## config.mk

```make
export PLATFORM = sky130hd
export DESIGN_NAME = axi_stream_rx_block_flat
export DESIGN_NICKNAME = d
export VERILOG_FILES = /design/src/rtl/axi_stream_rx_block_if.sv /design/src/rtl/axi_stream_rx_block.sv /design/src/flat_wrapper.sv
export SDC_FILE = /design/constraint.sdc
export NUM_CORES = 1
export LEC_CHECK = 0
export CAP_MARGIN = 10
export CORE_ASPECT_RATIO = 0.7
export CORE_MARGIN = 2
export CORE_UTILIZATION = 47
export DETAILED_ROUTE_END_ITERATION = 8
export MAX_ROUTING_LAYER = met4
export PLACE_DENSITY = 0.83
export SLEW_MARGIN = 40
export SYNTH_ARGS = -nofsm -noshare
export SYNTH_HDL_FRONTEND = slang
export SYNTH_SLANG_ARGS = --single-unit
```

## constraint.sdc

```tcl
create_clock -name ACLK -period 2.65 [get_ports ACLK]
set_clock_uncertainty 0.1 [all_clocks]
set_input_delay 0.3975 -clock ACLK [delete_from_list [all_inputs] [get_ports ACLK]]
set_output_delay 0.3975 -clock ACLK [all_outputs]
set_load 0.1 [all_outputs]
```

## src/rtl/axi_stream_rx_block_if.sv

```systemverilog
// AXI4-Stream beat channel between the message source and the block packer.
// A beat transfers on a rising ACLK edge where TVALID && TREADY; the master holds its payload stable until then.
interface axi_stream_rx_block_if #(
    parameter int DATA_WIDTH = 16
);
    localparam int NB = DATA_WIDTH / 8;

    logic                  TVALID;
    logic                  TREADY;
    logic [DATA_WIDTH-1:0] TDATA;
    logic [NB-1:0]         TKEEP;
    logic [NB-1:0]         TSTRB;
    logic                  TDEST;
    logic                  TLAST;
    logic [3:0]            TUSER;
    logic [1:0]            TID;

    modport master (
        output TVALID, TDATA, TKEEP, TSTRB, TDEST, TLAST, TUSER, TID,
        input  TREADY
    );

    modport slave (
        input  TVALID, TDATA, TKEEP, TSTRB, TDEST, TLAST, TUSER, TID,
        output TREADY
    );
endinterface

```

## src/rtl/axi_stream_rx_block.sv

```systemverilog
// Packs AXI4-Stream beats into BLOCK_BEATS-beat blocks for the SHA3 absorb stage,
// zeroing unkept bytes and flagging TKEEP/sideband protocol violations.
module axi_stream_rx_block #(
    parameter  int DATA_WIDTH  = 16,
    parameter  int BLOCK_BEATS = 8,
    localparam int NB          = DATA_WIDTH / 8,
    localparam int BW          = DATA_WIDTH * BLOCK_BEATS,
    localparam int CW          = $clog2(BLOCK_BEATS * NB + 1)
) (
    input  logic                         ACLK,
    input  logic                         ARESETn,
    axi_stream_rx_block_if.slave         s_axis,
    output logic [BW-1:0]                blk_data,
    output logic [CW-1:0]                blk_bytes,
    output logic                         blk_last,
    output logic [3:0]                   blk_user,
    output logic [1:0]                   blk_id,
    output logic                         blk_valid,
    input  logic                         blk_ready,
    output logic                         protocol_err,
    output logic [1:0]                   dbg_state
);
    localparam int CNTW = $clog2(BLOCK_BEATS + 1);

    typedef enum logic [1:0] {
        S_IDLE    = 2'd0,
        S_COLLECT = 2'd1,
        S_HOLD    = 2'd2
    } state_t;

    state_t            state_q;
    state_t            state_d;
    logic              accept;
    logic              release_blk;
    logic              close_blk;

    logic [CNTW-1:0]   cnt_q;
    logic [BW-1:0]     data_q;
    logic [CW-1:0]     bytes_q;
    logic              last_q;
    logic [3:0]        user_q;
    logic [1:0]        id_q;
    logic              err_q;

    logic [DATA_WIDTH-1:0] beat_masked;
    logic [CW-1:0]         keep_cnt;
    logic [NB:0]           keep_ext;
    logic                  keep_gap;
    logic                  keep_short;
    logic                  side_change;
    logic                  beat_err;

    logic                  unused_sideband;
    assign unused_sideband = ^{s_axis.TSTRB, s_axis.TDEST};

    assign close_blk = (cnt_q == CNTW'(BLOCK_BEATS - 1)) || s_axis.TLAST;

    always_ff @(posedge ACLK) begin
        if (!ARESETn) begin
            state_q <= S_IDLE;
        end else begin
            state_q <= state_d;
        end
    end

    always_comb begin
        state_d     = state_q;
        accept      = 1'b0;
        release_blk = 1'b0;
        case (state_q)
            S_IDLE: begin
                state_d = S_COLLECT;
            end
            S_COLLECT: begin
                if (s_axis.TVALID) begin
                    accept = 1'b1;
                    if (close_blk) begin
                        state_d = S_HOLD;
                    end
                end
            end
            S_HOLD: begin
                if (blk_ready) begin
                    release_blk = 1'b1;
                    state_d     = S_COLLECT;
                end
            end
            default: begin
                state_d = S_IDLE;
            end
        endcase
    end

    // Unkept bytes are forced to zero so the core can pad without masking.
    always_comb begin
        beat_masked = '0;
        keep_cnt    = '0;
        for (int i = 0; i < NB; i++) begin
            if (s_axis.TKEEP[i]) begin
                beat_masked[i*8 +: 8] = s_axis.TDATA[i*8 +: 8];
            end
            keep_cnt = keep_cnt + CW'(s_axis.TKEEP[i]);
        end
    end

    // A contiguous low-aligned mask plus one is a power of two, so it shares no set bit with the mask.
    assign keep_ext    = {1'b0, s_axis.TKEEP};
    assign keep_gap    = |(keep_ext & (keep_ext + (NB+1)'(1)));
    assign keep_short  = !(&s_axis.TKEEP) && !s_axis.TLAST;
    assign side_change = (cnt_q != '0) && ((s_axis.TID != id_q) || (s_axis.TUSER != user_q));
    assign beat_err    = keep_gap || keep_short || side_change;

    always_ff @(posedge ACLK) begin
        if (!ARESETn) begin
            cnt_q   <= '0;
            data_q  <= '0;
            bytes_q <= '0;
            last_q  <= 1'b0;
            user_q  <= '0;
            id_q    <= '0;
            err_q   <= 1'b0;
        end else begin
            err_q <= 1'b0;
            if (accept) begin
                for (int k = 0; k < BLOCK_BEATS; k++) begin
                    if (cnt_q == CNTW'(k)) begin
                        data_q[k*DATA_WIDTH +: DATA_WIDTH] <= beat_masked;
                    end
                end
                bytes_q <= bytes_q + keep_cnt;
                cnt_q   <= cnt_q + CNTW'(1);
                if (cnt_q == '0) begin
                    user_q <= s_axis.TUSER;
                    id_q   <= s_axis.TID;
                end
                if (close_blk) begin
                    last_q <= s_axis.TLAST;
                end
                err_q <= beat_err;
            end else if (release_blk) begin
                data_q  <= '0;
                bytes_q <= '0;
                cnt_q   <= '0;
                last_q  <= 1'b0;
            end
        end
    end

    // Ready and valid come straight from the state register, never from TVALID.
    assign s_axis.TREADY = (state_q == S_COLLECT);
    assign blk_valid     = (state_q == S_HOLD);
    assign blk_data      = data_q;
    assign blk_bytes     = bytes_q;
    assign blk_last      = last_q;
    assign blk_user      = user_q;
    assign blk_id        = id_q;
    assign protocol_err  = err_q;
    assign dbg_state     = state_q;

endmodule

```

## src/flat_wrapper.sv

```systemverilog
// flat-port wrapper written by rule: the top's interface ports become plain ports
module axi_stream_rx_block_flat 
#(
    parameter  int DATA_WIDTH  = 16,
    parameter  int BLOCK_BEATS = 8,
    localparam int NB          = DATA_WIDTH / 8,
    localparam int BW          = DATA_WIDTH * BLOCK_BEATS,
    localparam int CW          = $clog2(BLOCK_BEATS * NB + 1)
)
  (ACLK, ARESETn, blk_data, blk_bytes, blk_last, blk_user, blk_id, blk_valid, blk_ready, protocol_err, dbg_state, s_axis_TVALID, s_axis_TDATA, s_axis_TKEEP, s_axis_TSTRB, s_axis_TDEST, s_axis_TLAST, s_axis_TUSER, s_axis_TID, s_axis_TREADY);
  axi_stream_rx_block_if #(.DATA_WIDTH(DATA_WIDTH)) s_axis_i ();
  input  logic ACLK;
  input  logic ARESETn;
  output logic [BW-1:0] blk_data;
  output logic [CW-1:0] blk_bytes;
  output logic blk_last;
  output logic [3:0] blk_user;
  output logic [1:0] blk_id;
  output logic blk_valid;
  input  logic blk_ready;
  output logic protocol_err;
  output logic [1:0] dbg_state;
  input wire logic [$bits(s_axis_i.TVALID)-1:0] s_axis_TVALID;
  input wire logic [$bits(s_axis_i.TDATA)-1:0] s_axis_TDATA;
  input wire logic [$bits(s_axis_i.TKEEP)-1:0] s_axis_TKEEP;
  input wire logic [$bits(s_axis_i.TSTRB)-1:0] s_axis_TSTRB;
  input wire logic [$bits(s_axis_i.TDEST)-1:0] s_axis_TDEST;
  input wire logic [$bits(s_axis_i.TLAST)-1:0] s_axis_TLAST;
  input wire logic [$bits(s_axis_i.TUSER)-1:0] s_axis_TUSER;
  input wire logic [$bits(s_axis_i.TID)-1:0] s_axis_TID;
  output wire logic [$bits(s_axis_i.TREADY)-1:0] s_axis_TREADY;
  assign s_axis_i.TVALID = s_axis_TVALID;
  assign s_axis_i.TDATA = s_axis_TDATA;
  assign s_axis_i.TKEEP = s_axis_TKEEP;
  assign s_axis_i.TSTRB = s_axis_TSTRB;
  assign s_axis_i.TDEST = s_axis_TDEST;
  assign s_axis_i.TLAST = s_axis_TLAST;
  assign s_axis_i.TUSER = s_axis_TUSER;
  assign s_axis_i.TID = s_axis_TID;
  assign s_axis_TREADY = s_axis_i.TREADY;
  axi_stream_rx_block #(.DATA_WIDTH(DATA_WIDTH), .BLOCK_BEATS(BLOCK_BEATS)) u_core (.ACLK(ACLK), .ARESETn(ARESETn), .s_axis(s_axis_i), .blk_data(blk_data), .blk_bytes(blk_bytes), .blk_last(blk_last), .blk_user(blk_user), .blk_id(blk_id), .blk_valid(blk_valid), .blk_ready(blk_ready), .protocol_err(protocol_err), .dbg_state(dbg_state));
endmodule
```

==> results.cfg <==
[cts]
ctsResizeCount = 0
cts_root_buf = clkbuf_16
postCtsHoldBufs = 0
clk_pin_slew_ns = 0.06
clk_latency_ns = 0.41
htree_levels = 4
clkSinkCount = 147
postCtsSetupBuffers = 0
cts_buffers = 17
cts_tree = done
cts_buffer_depth = 2

[global_route]
grt_usage_pct = 25.1
grt_pass1_vias = 4751
grt_pass1_wl_mm = 25.0
grt_overflow = 0
antenna_found_initial = 0
grt_max_degree = 114

[power_and_ir_drop]
p_int_uw = 4000
comb_power_share_pct = 9.1
swShare_pct = 24.9
power_density_nw_per_um2 = 666
p_leak_uw = 0.00403
clockPowerShare_pct = 48.6
ir_drop_uv = 455
p_sw_uw = 1330
p_seq_share_pct = 42.3

[worst_setup_path]
rr_startpoint = u_core.dbg_state[0]$_SDFFE_PN0P_
path_class = flop to flop
path_max_fanout = 11
cp-start-kind = flop
critPathLaunch = u_core.dbg_state[0]$_SDFFE_PN0P_
cp.arrival_ns = 2.44
cp.required_ns = 2.88
cp-end-kind = flop

[synth]
seq_area_frac_synth_pct = 50.2
synthCells = 562
synth-main-ff-cell = dfxtp_1
yosys_warnings = 0
synth_top_area_share_pct = 50.2
ys_ff_latch = 147
synth_area_leaders = dfxtp_1, mux2i_1, nand2_1, nand3_1, a41oi_4
yosysMostFrequentCell = dfxtp_1
ys_types = 39
synth.largest_area_cell = dfxtp_1
syn_area_sq_um = 5870
synth_nets = 602
syn_avg_cell_area_sq_um = 10.4
synth_common_cells = dfxtp_1, nand2_1, mux2i_1, nand3_1, a21oi_1
synthArstFlopShare_pct = 0
synth_edf_count = 0

[worst_hold_path]
hold_path_class = primary input to flop
hold_start = ARESETn

[timing]
finalSetupViolations = 0
finalCritPeriodShare_pct = 83.2
hold_viol = 0
slew_violations = 0
worstMarginPinSlew_ns = 0.825
grt_setup_unrepaired = false
final.setup.tns_ns = 0
fmax_ghz = 0.454
slew_headroom_pct = 45.0
fin_crit_ns = 2.21

[flow_run]
cap_violations = 0

[floorplan]
chipWidth_microns = 138
die_height_microns = 97.5
ios = 177
initial_core_util_pct = 47.7
core_area_sq_um = 12300
die-area_sq_um = 13400
placementRows = 34

[layout]
fin_util_pct = 65.0
multi_input_area_sq_um = 2650
fill_cells = 970
diodes = 0
syn_to_final_growth_pct = 36.3
drive_above_1_share_pct = 27.7
fin_nets = 774
regArea_sq_um = 2940

[route]
drt_iter0_markers = 211
wirelength_mm = 16.3
route.vias.total = 4784
drc = 0
ant_nets = 0
routedWlPerCell_microns = 17.9
firstDrtPassIters = 4
vias_per_cell = 5.26

[placement]
place_congestion = 0.841
dp_hpwl_mm = 11.6
io_buffers = 173

[status]
status = completed
==> flip-flops by register name, indices dropped and copies added (netlist names) <==
| signal | flops |
|---|---|
| u_core.blk_bytes | 5 |
| u_core.blk_data | 128 |
| u_core.blk_id | 2 |
| u_core.blk_last | 1 |
| u_core.blk_user | 4 |
| u_core.cnt_q | 4 |
| u_core.dbg_state | 2 |
| u_core.protocol_err | 1 |
==> worst max-delay path, stage by stage (launching register included) <==
cell and delay (ns):
dfxtp_1 0.53, and3b_1 0.57, buf_4 0.30, nand4_1 0.36, mux2i_1 0.26
==> cell families (layout without fill, tap and decap cells) <==
group,Yosys count,in the layout,synth area share (%)
fa+ha+maj,8,8,1.83
compound gates,42,42,6.57
buf+inv,46,231,4.78
xor+xnor,6,6,0.896
mux,129,129,22.0
simple gates,184,184,13.8
flops,147,147,50.2
==> metal layers <==
metal	part of all wire, %	wire length (microns)	vias to the layer above	GRT usage [%]
met5	0	0	-	-
met2	46	7510	179	38.4
met3	7.1	1160	26	6.47
met4	1.6	253	0	7.61
li1	-	-	2278	-
met1	45	7370	2301	32.6
==> power groups by stage <==
stage                     Clock [uW]  Combinational [uW]  Sequential, uW
after floorplan                    0                 214            2420
after global routing            2720                 507            2250
after detailed placement           0                 482            2300
final                           2590                 486            2250
after global placement             0                 470            2300
after CTS                       2630                 484            2250
==> layout make-up <==
type | instances | area share [%]
flip-flops and latches | 147 | 36.8
multi-input cells | 369 | 33.1
repair buffers | 190 | 19.2
clock buffers | 18 | 5.49
well taps | 162 | 2.54
clock inverters | 14 | 2.49
inverters | 9 | 0.423
==> worst paths after layout <==
check	to	slack, ns	cells past startpoint
max	u_core.blk_data[31]$_SDFFE_PN0P_	0.44	4
min	u_core.blk_data[96]$_SDFFE_PN0P_	0.28	3
max reg2reg	u_core.blk_data[31]$_SDFFE_PN0P_	0.44	4
min reg2reg	u_core.blk_data[93]$_SDFFE_PN0P_	0.36	2
==> cells in the final DEF (no fill, tap or decap), drive strengths merged, types with 3 or more instances in the layout <==
cell type | Yosys | layout
nand3b | 4 | 4
inv | 8 | 13
xor2 | 6 | 6
o21ai | 7 | 7
clkinv | 1 | 5
a21oi | 20 | 20
ha | 7 | 7
clkbuf | 18 | 18
clkdlybuf4s50 | 0 | 27
a41oi | 4 | 4
bufinv | 0 | 4
dfxtp | 147 | 147
nand2 | 134 | 134
mux2i | 129 | 129
nor2b | 4 | 4
nand3 | 27 | 27
buf | 19 | 163
a31oi | 3 | 3
==> through the flow <==
stage	std cells	setup slack, ns	hold slack [ns]	total power (uW)	area [sq um]
floorplan	562	0.123	0.390	2640	5870
global placement	877	0.114	0.344	2770	7360
detailed placement	877	0.101	0.353	2780	7360
CTS	909	0.497	0.255	5360	8000
global route	909	0.337	0.277	5480	8000
finish	909	0.445	0.280	5330	8000
No activity file was read; power rests on OpenSTA's default activity.
